File: src/rtl/fifo_wr_arbiter.sv
// Round-robin write arbiter for a shared FIFO with bounded bursts, plus the authoritative occupancy count.
// fifo_wr_en/fifo_wr_data lag the accept by one cycle; while full the grant is held and producers stall.
module fifo_wr_arbiter #(
    parameter int NUM_REQ    = 4,
    parameter int DATA_WIDTH = 16,
    parameter int FIFO_DEPTH = 16,
    parameter int MAX_BURST  = 4,
    parameter int CNT_W      = $clog2(FIFO_DEPTH + 1)
) (
    input  logic                          clk,
    input  logic                          rst,
    input  logic [NUM_REQ-1:0]            req,
    input  logic [NUM_REQ*DATA_WIDTH-1:0] req_data,
    output logic [NUM_REQ-1:0]            gnt,
    input  logic                          rd_req,
    output logic                          fifo_wr_en,
    output logic [DATA_WIDTH-1:0]         fifo_wr_data,
    output logic                          fifo_rd_en,
    output logic [CNT_W-1:0]              occupancy,
    output logic                          full,
    output logic                          empty
);

    localparam int IDX_W   = $clog2(NUM_REQ);
    localparam int BURST_W = $clog2(MAX_BURST + 1);
    localparam logic [CNT_W:0] DEPTH_C = (CNT_W + 1)'(FIFO_DEPTH);

    typedef enum logic {
        IDLE,
        BURST
    } state_t;

    state_t                 state_q, state_d;
    logic [NUM_REQ-1:0]     gnt_q, gnt_d;
    logic [IDX_W-1:0]       owner_q, owner_d;
    logic [BURST_W-1:0]     burst_q, burst_d;
    logic                   wr_en_q;
    logic [DATA_WIDTH-1:0]  wr_data_q, wr_data_d;
    logic [CNT_W-1:0]       occ_q, occ_d;

    logic                   full_c, empty_c, rd_en_c;
    logic                   accept, owner_req, last_beat;
    logic [BURST_W-1:0]     burst_inc;
    logic [IDX_W:0]         pick;
    logic [NUM_REQ-1:0]     cand;
    logic [DATA_WIDTH-1:0]  wr_sel;

    // Returns {found, index} of the first candidate strictly after 'last', wrapping.
    function automatic logic [IDX_W:0] rr_pick(input logic [NUM_REQ-1:0] c,
                                               input logic [IDX_W-1:0]   last);
        logic [IDX_W:0]   res;
        logic [IDX_W-1:0] idx;
        res = '0;
        for (int k = NUM_REQ; k >= 1; k--) begin
            idx = IDX_W'((int'(last) + k) % NUM_REQ);
            if (c[idx]) res = {1'b1, idx};
        end
        return res;
    endfunction

    function automatic logic [NUM_REQ-1:0] onehot(input logic [IDX_W-1:0] i);
        return NUM_REQ'(1) << i;
    endfunction

    always_comb begin
        full_c    = ({1'b0, occ_q} + {{CNT_W{1'b0}}, wr_en_q}) >= DEPTH_C;
        empty_c   = (occ_q == '0);
        rd_en_c   = rd_req & ~empty_c;
        owner_req = req[owner_q];
        accept    = (|(req & gnt_q)) & ~full_c;
        burst_inc = burst_q + BURST_W'(1);
        last_beat = accept & (burst_inc == BURST_W'(MAX_BURST));
    end

    always_comb begin
        state_d = state_q;
        gnt_d   = gnt_q;
        owner_d = owner_q;
        burst_d = burst_q;
        pick    = '0;
        cand    = req;
        case (state_q)
            IDLE: begin
                pick = rr_pick(req, owner_q);
                if (pick[IDX_W]) begin
                    state_d = BURST;
                    gnt_d   = onehot(pick[IDX_W-1:0]);
                    owner_d = pick[IDX_W-1:0];
                    burst_d = '0;
                end
            end
            BURST: begin
                if (accept) burst_d = burst_inc;
                if (!owner_req || last_beat) begin
                    // Owner is always excluded here; it only keeps the grant if nobody else wants it.
                    cand = req & ~onehot(owner_q);
                    pick = rr_pick(cand, owner_q);
                    burst_d = '0;
                    if (pick[IDX_W]) begin
                        gnt_d   = onehot(pick[IDX_W-1:0]);
                        owner_d = pick[IDX_W-1:0];
                    end else if (!owner_req) begin
                        state_d = IDLE;
                        gnt_d   = '0;
                    end
                end
            end
            default: state_d = IDLE;
        endcase
    end

    always_comb begin
        wr_sel = '0;
        for (int i = 0; i < NUM_REQ; i++) begin
            if (gnt_q[i]) wr_sel = wr_sel | req_data[i*DATA_WIDTH +: DATA_WIDTH];
        end
        wr_data_d = accept ? wr_sel : wr_data_q;
        case ({wr_en_q, rd_en_c})
            2'b10:   occ_d = occ_q + CNT_W'(1);
            2'b01:   occ_d = occ_q - CNT_W'(1);
            default: occ_d = occ_q;
        endcase
    end

    always_ff @(posedge clk) begin
        if (rst) begin
            state_q   <= IDLE;
            gnt_q     <= '0;
            owner_q   <= IDX_W'(NUM_REQ - 1);
            burst_q   <= '0;
            wr_en_q   <= 1'b0;
            wr_data_q <= '0;
            occ_q     <= '0;
        end else begin
            state_q   <= state_d;
            gnt_q     <= gnt_d;
            owner_q   <= owner_d;
            burst_q   <= burst_d;
            wr_en_q   <= accept;
            wr_data_q <= wr_data_d;
            occ_q     <= occ_d;
        end
    end

    assign gnt          = gnt_q;
    assign fifo_wr_en   = wr_en_q;
    assign fifo_wr_data = wr_data_q;
    assign fifo_rd_en   = rd_en_c;
    assign occupancy    = occ_q;
    assign full         = full_c;
    assign empty        = empty_c;

endmodule

File: config.mk
export PLATFORM = sky130hd
export DESIGN_NAME = fifo_wr_arbiter
export DESIGN_NICKNAME = d
export VERILOG_FILES = /design/src/rtl/fifo_wr_arbiter.sv
export SDC_FILE = /design/constraint.sdc
export NUM_CORES = 1
export LEC_CHECK = 0
export CAP_MARGIN = 40
export CORE_MARGIN = 2
export CORE_UTILIZATION = 45
export DETAILED_ROUTE_END_ITERATION = 6
export HOLD_SLACK_MARGIN = 0.15
export PLACE_DENSITY = 0.9
export SYNTH_ARGS = -nofsm -noshare
export SYNTH_HDL_FRONTEND = slang
export SYNTH_SLANG_ARGS = --single-unit
File: constraint.sdc
create_clock -name clk -period 3.87 [get_ports clk]
set_clock_uncertainty 0.15 [all_clocks]
set_input_delay 0.387 -clock clk [delete_from_list [all_inputs] [get_ports clk]]
set_output_delay 0.387 -clock clk [all_outputs]
set_load 0.01 [all_outputs]
**Word level (Yosys, flattened, before mapping)**

Index checks and enable logic that the tools add are counted.

- Register bits after elaboration: 32
- Input port bits: 71
- Output and inout port bits: 29
- Word-level logic and storage cells: 104

- $add $sub $neg: 8
- $lt $le $gt $ge: 6
- Eq/ne operators: 8
- Shifts and indexed selects: 3
- Multiplexer cells: 52
- Bitwise logic cells: 12
- Reduce and logical (&&, ||, !) cells: 8

Operators by type and width:

| cell | count |
|---|---|
| 2-to-1 mux 16 bit | 4 |
| bitwise OR 16 bit | 3 |
| 2-to-1 mux 3 bit | 14 |
| binary-select mux 1 bit (select 2 bit) | 9 |
| 2-to-1 mux 4 bit | 4 |
| less-than comparator 2 x 3 -> 1 bit, second input constant | 5 |
| 2-to-1 mux 1 bit | 13 |
| << shifter 1 x 2 -> 4 bit, first input constant | 3 |
| case mux 5 bit (2 select lines) | 1 |
| AND 4 bit | 2 |
| case mux 4 bit (2 select lines) | 1 |
| adder 5 x 1 -> 6 bit | 1 |
| >= comparator 6 x 5 -> 1 bit, second input constant | 1 |
| 2-to-1 mux 2 bit | 3 |
| inequality test 2 x 1 -> 1 bit, second input constant | 3 |
| case mux 3 bit (2 select lines) | 1 |
| AND reduction 3 bit | 2 |
| adder 5 x 1 -> 5 bit, second input constant | 1 |
| logical NOT 5 bit | 1 |
| subtractor 5 x 1 -> 5 bit, second input constant | 1 |
| adder 2 x 1 -> 2 bit, second input constant | 2 |
| adder 2 bit, second input constant | 2 |
| NOT 4 bit | 1 |
| case mux 2 bit (2 select lines) | 1 |
| 14 further kinds | 18 |

**Depth between registers and ports, before layout**

Gate-level depths: netlist of run 1.

- Depth in word-level cells: 15
- Depth in mapped cells: 11
- Gate-level depth less buffers: 11

**Worst setup path before layout of run 1**

No wires, ideal clock.

- Kind: register to register
- Start: register occ_q[0] (netlist: occupancy[0])
- End: register occ_q[4] (netlist: occupancy[4])
- Library setup time: 71 ps
- Arrival time: 2731 ps
- Required time: 3649 ps
- Slack: 919 ps
- Stages on the path, launching flop included: 11
- Path buffers: 0
- Clock period less this slack: 2951 ps
- Path through: dfxtp_1 > or4_1 > nor2_1 > nor2b_1 > ha_1 > fa_1 > a21o_1 > a21oi_1 > xor2_1 > or3_1 > a21oi_1

- Longest elaborated chain between the ends: 5
- Elaborated cells between the ends (all ways): 9
- Those cells by class: add/sub: 2; eq/ne: 2; mux: 1; bitwise: 2; reduce/logical: 2

RTL lines:

| what | RTL line | text |
|---|---|---|
| start: declaration | 39 | `logic [CNT_W-1:0] occ_q, occ_d;` |
| start signal: assignment | 133 | `occ_q <= '0;` |
| start signal: assignment | 141 | `occ_q <= occ_d;` |
| logical NOT 5 bit * | 67 | `empty_c = (occ_q == '0);` |
| net empty | 21 | `output logic empty` |
| NOT 1 bit * | 68 | `rd_en_c = rd_req & ~empty_c;` |
| AND 1 bit * | 68 |  |
| net fifo_rd_en | 18 | `output logic fifo_rd_en,` |
| equality test 2 x 1 -> 1 bit / equality test 2 bit (equally long branches) | 118 | `case ({wr_en_q, rd_en_c})` |
| case mux 5 bit (2 select lines) / nonzero test 2 bit (equally long branches) | n/a |  |

The timed path passes the listed nets; every way through them passes the cells marked *.
A chain may end at the register's enable or synchronous reset.

**Worst setup path after layout of run 1**

- Start: register occ_q[0] (netlist: occupancy[0])
- End: register occ_q[4] (netlist: occupancy[4])

- Longest elaborated chain between the ends: 5
- Elaborated cells between the ends (all ways): 9
- Those cells by class: add/sub: 2; eq/ne: 2; mux: 1; bitwise: 2; reduce/logical: 2

RTL lines:

| what |
|---|
| branches (longest 5 deep; another with subtractor 5 x 1 -> 5 bit) |

Several ways; the timed one is not identified.

==> flow_summary.yaml, run 1 <==
timing:
  clock.fmax_ghz: 0.341
  period_needed_ns: 2.94
  setup-violations-final: 0
  timing.final.crit_share_pct: 75.9
  tns_ns: 0
  max_slew_margin_pct: 65.8
  grt_setup_unrepaired: "no"
  hold_viol_final: 0
  holdWs_ns: 0.335
  tightest_slew_ns: 0.510
  final_max_slew_viol_count: 0
setup_path:
  crit_fanout: 6
  cpPeakStageDelay_ns: 0.54
  required_ns: 3.93
  worst_path_most_repeated_cell: "a21oi_1"
  path_cells: "or4_1 -> nor2_1 -> nor2b_1 -> ha_1 -> fa_1 -> a21o_1 -> a21oi_1 -> xor2_1 -> or3_1 -> a21oi_1"
  path_class: "reg2reg"
  end_kind: "flip-flop"
  cp_num_buf_inv: 0
  cpLargestDelayFamily: "simple AND/OR/NAND/NOR gates"
  cp_data_arrival_time_ns: 3.00
  ff2ff_setup_slack_ns: 0.93
  cpMaxStageDelayCell: "or4_1"
  startpoint_type: "flip-flop"
cells_and_area:
  drive_above_1_share_pct: 6.65
  fin_util_pct: 69.8
  diodes: 0
  nets: 427
  syn_to_final_growth_pct: 50.5
  final_area_um2: 3270
floorplanning:
  io_pins: 100
  dieArea_um2: 5410
  die_y_um: 73.5
  rows: 25
  start_util_pct: 46.4
  core-area_um2: 4690
  die_x_um: 73.5
synthesis:
  netlist-cell-type-count: 53
  synth_edf_count: 0
  synth_flop_cell: "dfxtp_1"
  synth_seq_cells: 32
  ys.warnings.count: 0
  avgSynthCellArea_um2: 8.57
  ys_seq_area_share_pct: 29.4
  ys_async_sr_fraction_pct: 0
  netlist_top_cells_area: "dfxtp_1 (29%), a22oi_1 (12%), a311oi_1 (6.4%)"
  synth.top_cell.area_share_pct: 29.4
  netlist_instances: 254
  yosys.area.top_type: "dfxtp_1"
  netlist_area_um2: 2180
  syn_nets: 336
global_route:
  grt-ovfl-total: 0
  grt.total_usage_pct: 24.7
  grt_pass1_vias: 2192
  grt_max_degree: 34
  grt_pass1_wl_mm: 10.4
  grt_antenna_before_repair: 0
power_and_ir_drop:
  peakVddDrop_v: 0.000333
  finalPower_mw: 1.85
  leakage_nw: 1.22
  p_per_area_nw_per_um2: 564
clock_tree:
  clk_pin_slew_ns: 0.06
  postCtsSetupBuffers: 0
  clk_latency_ns: 0.28
  cts_tree: "built"
  clock_sinks: 32
  root_buffer: "clkbuf_8"
  h-tree-depth: 2
  holdBufCountCts: 0
  numCtsBuffers: 5
  cts.path.max_buffers: 2
  cts_resized: 0
status:
  run_status: "complete, no violations"
routing:
  drtIter0Drc: 133
  drc_errors: 0
  vias_per_cell: 6.01
  vias: 2402
  wl_per_cell_um: 17.0
  routed_wl_mm: 6.79
  first_pass_iters: 4
  ant_nets: 0
placement:
  dp_hpwl_mm: 5.00
  dpl_cell_area_um2: 3180
  port_buffers: 99
  gp_congestion: 0.958
flow_run:
  drv_cap: 0
worst_hold_path:
  min_path_type: "reg2reg"
==> cells by family after synthesis <==
| kind of cell | after synthesis | synth area share (%) |
|---|---|---|
| compound gates | 101 | 35.9 |
| simple gates | 68 | 15.6 |
| flops | 32 | 29.4 |
| buf+inv | 29 | 5.92 |
| fa+ha+maj | 11 | 6.67 |
| mux | 9 | 4.83 |
| xor+xnor | 4 | 1.61 |
==> cell usage after synthesis (all sizes together), types with 6 or more instances <==
cell	instances
inv	7
a21oi	14
a311oi	16
clkbuf	13
o21ai	9
ha	10
nand2	7
mux2i	6
dfxtp	32
a22oi	35
nor2	32
buf	9
nand2b	7
==> metrics by stage <==
stage                     setup WS [ns]  instances
after floorplan                   0.919        254
after global placement             1.06        392
after detailed placement          0.935        392
after CTS                         0.912        400
after global routing              0.802        400
final                             0.934        400
==> where the power goes <==
group | internal (mW) | total [mW] | switching, mW
clock | 0.145 | 0.263 | 0.118
combinational | 0.541 | 1.07 | 0.533
sequential | 0.428 | 0.510 | 0.0821
total | 1.11 | 1.85 | 0.733
==> flip-flops by register name, indices dropped and copies added, names as in the netlist <==
| signal | cells |
|---|---|
| fifo_wr_data | 16 |
| occupancy | 5 |
| gnt | 4 |
| burst_q | 3 |
| owner_q | 2 |
| fifo_wr_en | 1 |
| state_q | 1 |
==> cell type report <==
class                   count  area (µm²)
fillers                   354        1420
multi-input cells         193        1410
repair buffers            106        1040
flip-flops and latches     32         641
clock buffers               8        90.1
well taps                  54        67.6
inverters                   7        26.3
==> per-layer routing <==
layer | vias to the layer above | GRT usage, % | routed length [µm]
met4 | 0 | 7.88 | 195
met1 | 1127 | 30.2 | 2720
met3 | 22 | 6.86 | 541
met2 | 99 | 41.9 | 3330
met5 | - | 0 | 0
li1 | 1154 | - | -
==> cells in the final DEF, fill, tap and decap left out, drive strengths merged, types with 4 or more instances in the layout <==
cell type | Yosys | routed
a31oi | 4 | 4
nand2 | 7 | 7
clkbuf | 13 | 8
a311oi | 16 | 16
mux2i | 6 | 6
inv | 7 | 7
a21oi | 14 | 14
nand2b | 7 | 7
o21bai | 4 | 4
a22oi | 35 | 35
nor2 | 32 | 32
clkdlybuf4s50 | 0 | 99
ha | 10 | 10
and2 | 4 | 4
o21ai | 9 | 9
buf | 9 | 7
dfxtp | 32 | 32
==> worst paths after layout <==
check | from | to | depth (start not counted)
worst min register to register | burst_q[1] | burst_q[1] | 2
worst min-delay path | burst_q[1] | burst_q[1] | 2
worst max-delay path | occupancy[0] | occupancy[4] | 10
worst max register to register | occupancy[0] | occupancy[4] | 10
==> worst reg2reg max path: stages (launching register included) <==
cell and delay [ns]:
dfxtp_1 0.37, or4_1 0.54, nor2_1 0.15, nor2b_1 0.09
ha_1 0.27, fa_1 0.44, a21o_1 0.18, a21oi_1 0.17
xor2_1 0.09, or3_1 0.31, a21oi_1 0.14
Power figures use the tool's default switching activity.
==> run 2: changes to the inputs <==
CORE_UTILIZATION = 38   (was 45)
PLACE_DENSITY = 0.82   (was 0.9)
clock period = 2.4 ns   (was 3.87 ns; I/O delays follow)
==> run 2 against run 1 <==
- the run now ends with setup timing left
- critical path depth stayed put
- via count grew 4.1%
- total power up 90%
- die area increased by 17%
- clock-buffer cell count shrank 2
- critical endpoint unchanged
==> flow_summary.yaml, run 2 (synthesized netlist as in run 1, its figures left out) <==
floorplanning:
  rows: 27
  core-area_um2: 5510
  io_pins: 100
  start_util_pct: 39.5
  die_x_um: 79.7
  die_y_um: 79.7
  dieArea_um2: 6350
cells_and_area:
  diodes: 0
  layout_commonest_cell: "clkdlybuf4s50_1"
  fin_util_pct: 66.0
  multiInputGateArea_um2: 1500
  drive_above_1_share_pct: 18.6
  syn_to_final_growth_pct: 66.9
  final_area_um2: 3630
  final_cell_mix: "clkdlybuf4s50_1 (98), buf_4 (38), a22oi_1 (34), nor2_1 (31), dfxtp_1 (30)"
  largest_reg_flops: 16
  seqCellArea_um2: 643
  nets: 457
  nFillCells: 424
clock_tree:
  clk_pin_slew_ns: 0.07
  clock_sinks: 32
  holdBufCountCts: 0
  h-tree-depth: 2
  root_buffer: "clkbuf_8"
  cts.path.max_buffers: 2
  clk_latency_ns: 0.29
  cts_tree: "built"
  numCtsBuffers: 5
placement:
  dpl_cell_area_um2: 3440
  dp_hpwl_mm: 5.41
  port_buffers: 99
  gp_congestion: 0.855
setup_path:
  path_cells: "or4_4 -> nor2_4 -> nor2b_4 -> ha_4 -> fa_2 -> a21o_1 -> a21oi_2 -> xor2_1 -> or3_1 -> a21oi_1"
  cpPeakStageDelay_ns: 0.54
  cp_data_arrival_time_ns: 2.67
  required_ns: 2.47
  startpoint_type: "flip-flop"
  end_kind: "flip-flop"
  crit_fanout: 4
  rr_worst_depth: 10
  cpMaxStageDelayCell: "or4_4"
  path_class: "reg2reg"
status:
  violations: "setup timing"
  run_status: "finished, violations left"
routing:
  first_pass_iters: 4
  routed_wl_mm: 7.30
  wl_met1_mm: 2.90
  dr.max_layer_used: "met4"
  vias: 2501
  ant_nets: 0
  drc_errors: 0
  vias_per_cell: 5.58
  wl_met2_mm: 3.66
  wl_per_cell_um: 16.3
  route.met3.wl_um: 587
  drtIter0Drc: 103
power_and_ir_drop:
  peakVddDrop_v: 0.000493
  leakage_nw: 1.38
  p_per_area_nw_per_um2: 966
timing:
  clock.fmax_ghz: 0.385
  tns_ns: -0.384
  timing.final.crit_share_pct: 108
  finalWorstSetupSlack_ns: -0.200
  tightest_slew_ns: 0.420
  grt_setup_unrepaired: "yes"
  final_max_slew_viol_count: 0
  setup-violations-final: 2
  max_slew_margin_pct: 72.0
  hold_viol_final: 0
  holdWs_ns: 0.317
  period_needed_ns: 2.60
global_route:
  grt_pass1_wl_mm: 11.2
  grt-ovfl-total: 0
  grt_antenna_before_repair: 0
  grt_pass1_vias: 2400
  grt.total_usage_pct: 22.3
  grt_max_degree: 31
worst_hold_path:
  min_path_type: "reg2reg"
  hold-path-cell-count: 2
flow_run:
  drv_cap: 0
## run 2: cell count changes in the layout (fill, tap and decap cells not counted), moves of 2 or more
| cell | delta |
|---|---|
| buf_4 | +31 |
| ha_4 | +4 |
| ha_1 | -5 |
| dfxtp_1 | -2 |
| a21oi_1 | -2 |
| a21oi_2 | +2 |
| dfxtp_2 | +2 |
## run 2: power breakdown
group / internal [mW] / switching [mW] / leakage, nW
clock network: 0.308 / 0.210 / 0.0552
logic: 1.17 / 1.03 / 1.06
registers: 0.693 / 0.0972 / 0.264
## run 2: cell type report
class | instances | area share (%)
clock buffers | 6 | 2.00
clock inverters | 2 | 0.965
inverters | 7 | 0.723
multi-input cells | 193 | 41.3
flip-flops and latches | 32 | 17.7
well taps | 72 | 2.48
repair buffers | 136 | 34.9
## run 2: through the flow
step | std cells | total power, mW | setup WS [ns]
final | 448 | 3.51 | -0.200
after global routing | 448 | 3.74 | -0.270
after CTS | 446 | 3.43 | -0.194
after detailed placement | 436 | 2.87 | -0.232
after global placement | 436 | 2.80 | -0.166
after floorplan | 254 | 1.95 | -0.272
## run 2: repair_timing
item                                    4_1_cts  5_1_grt
setup buffers                                 2        2
gates resized for setup                       2        6
pin swaps                                     7        4
endpoints found under the setup margin        2        5
## run 2: worst paths after layout
path,startpoint,endpoint,slack [ns]
max,occupancy[0],occupancy[4],-0.20
min,burst_q[1],burst_q[1],0.32
max reg2reg,occupancy[0],occupancy[4],-0.20
min reg2reg,burst_q[1],burst_q[1],0.32
## run 2: routing by layer
metal / track usage [%] / vias up
li1: - / 1220
met1: 24.6 / 1149
met2: 40.9 / 115
met3: 4.86 / 17
met4: 8.79 / 0
met5: 0 / -
## run 2: critical path, delay by kind of cell (launching register included)
family	cells	cell delay, ns
DFF	1	0.32
xor gates and xnor gates	1	0.09
AOI/OAI and AO/OA	3	0.42
adders and majority gates	2	0.52
and+or+nand+nor	4	1.04
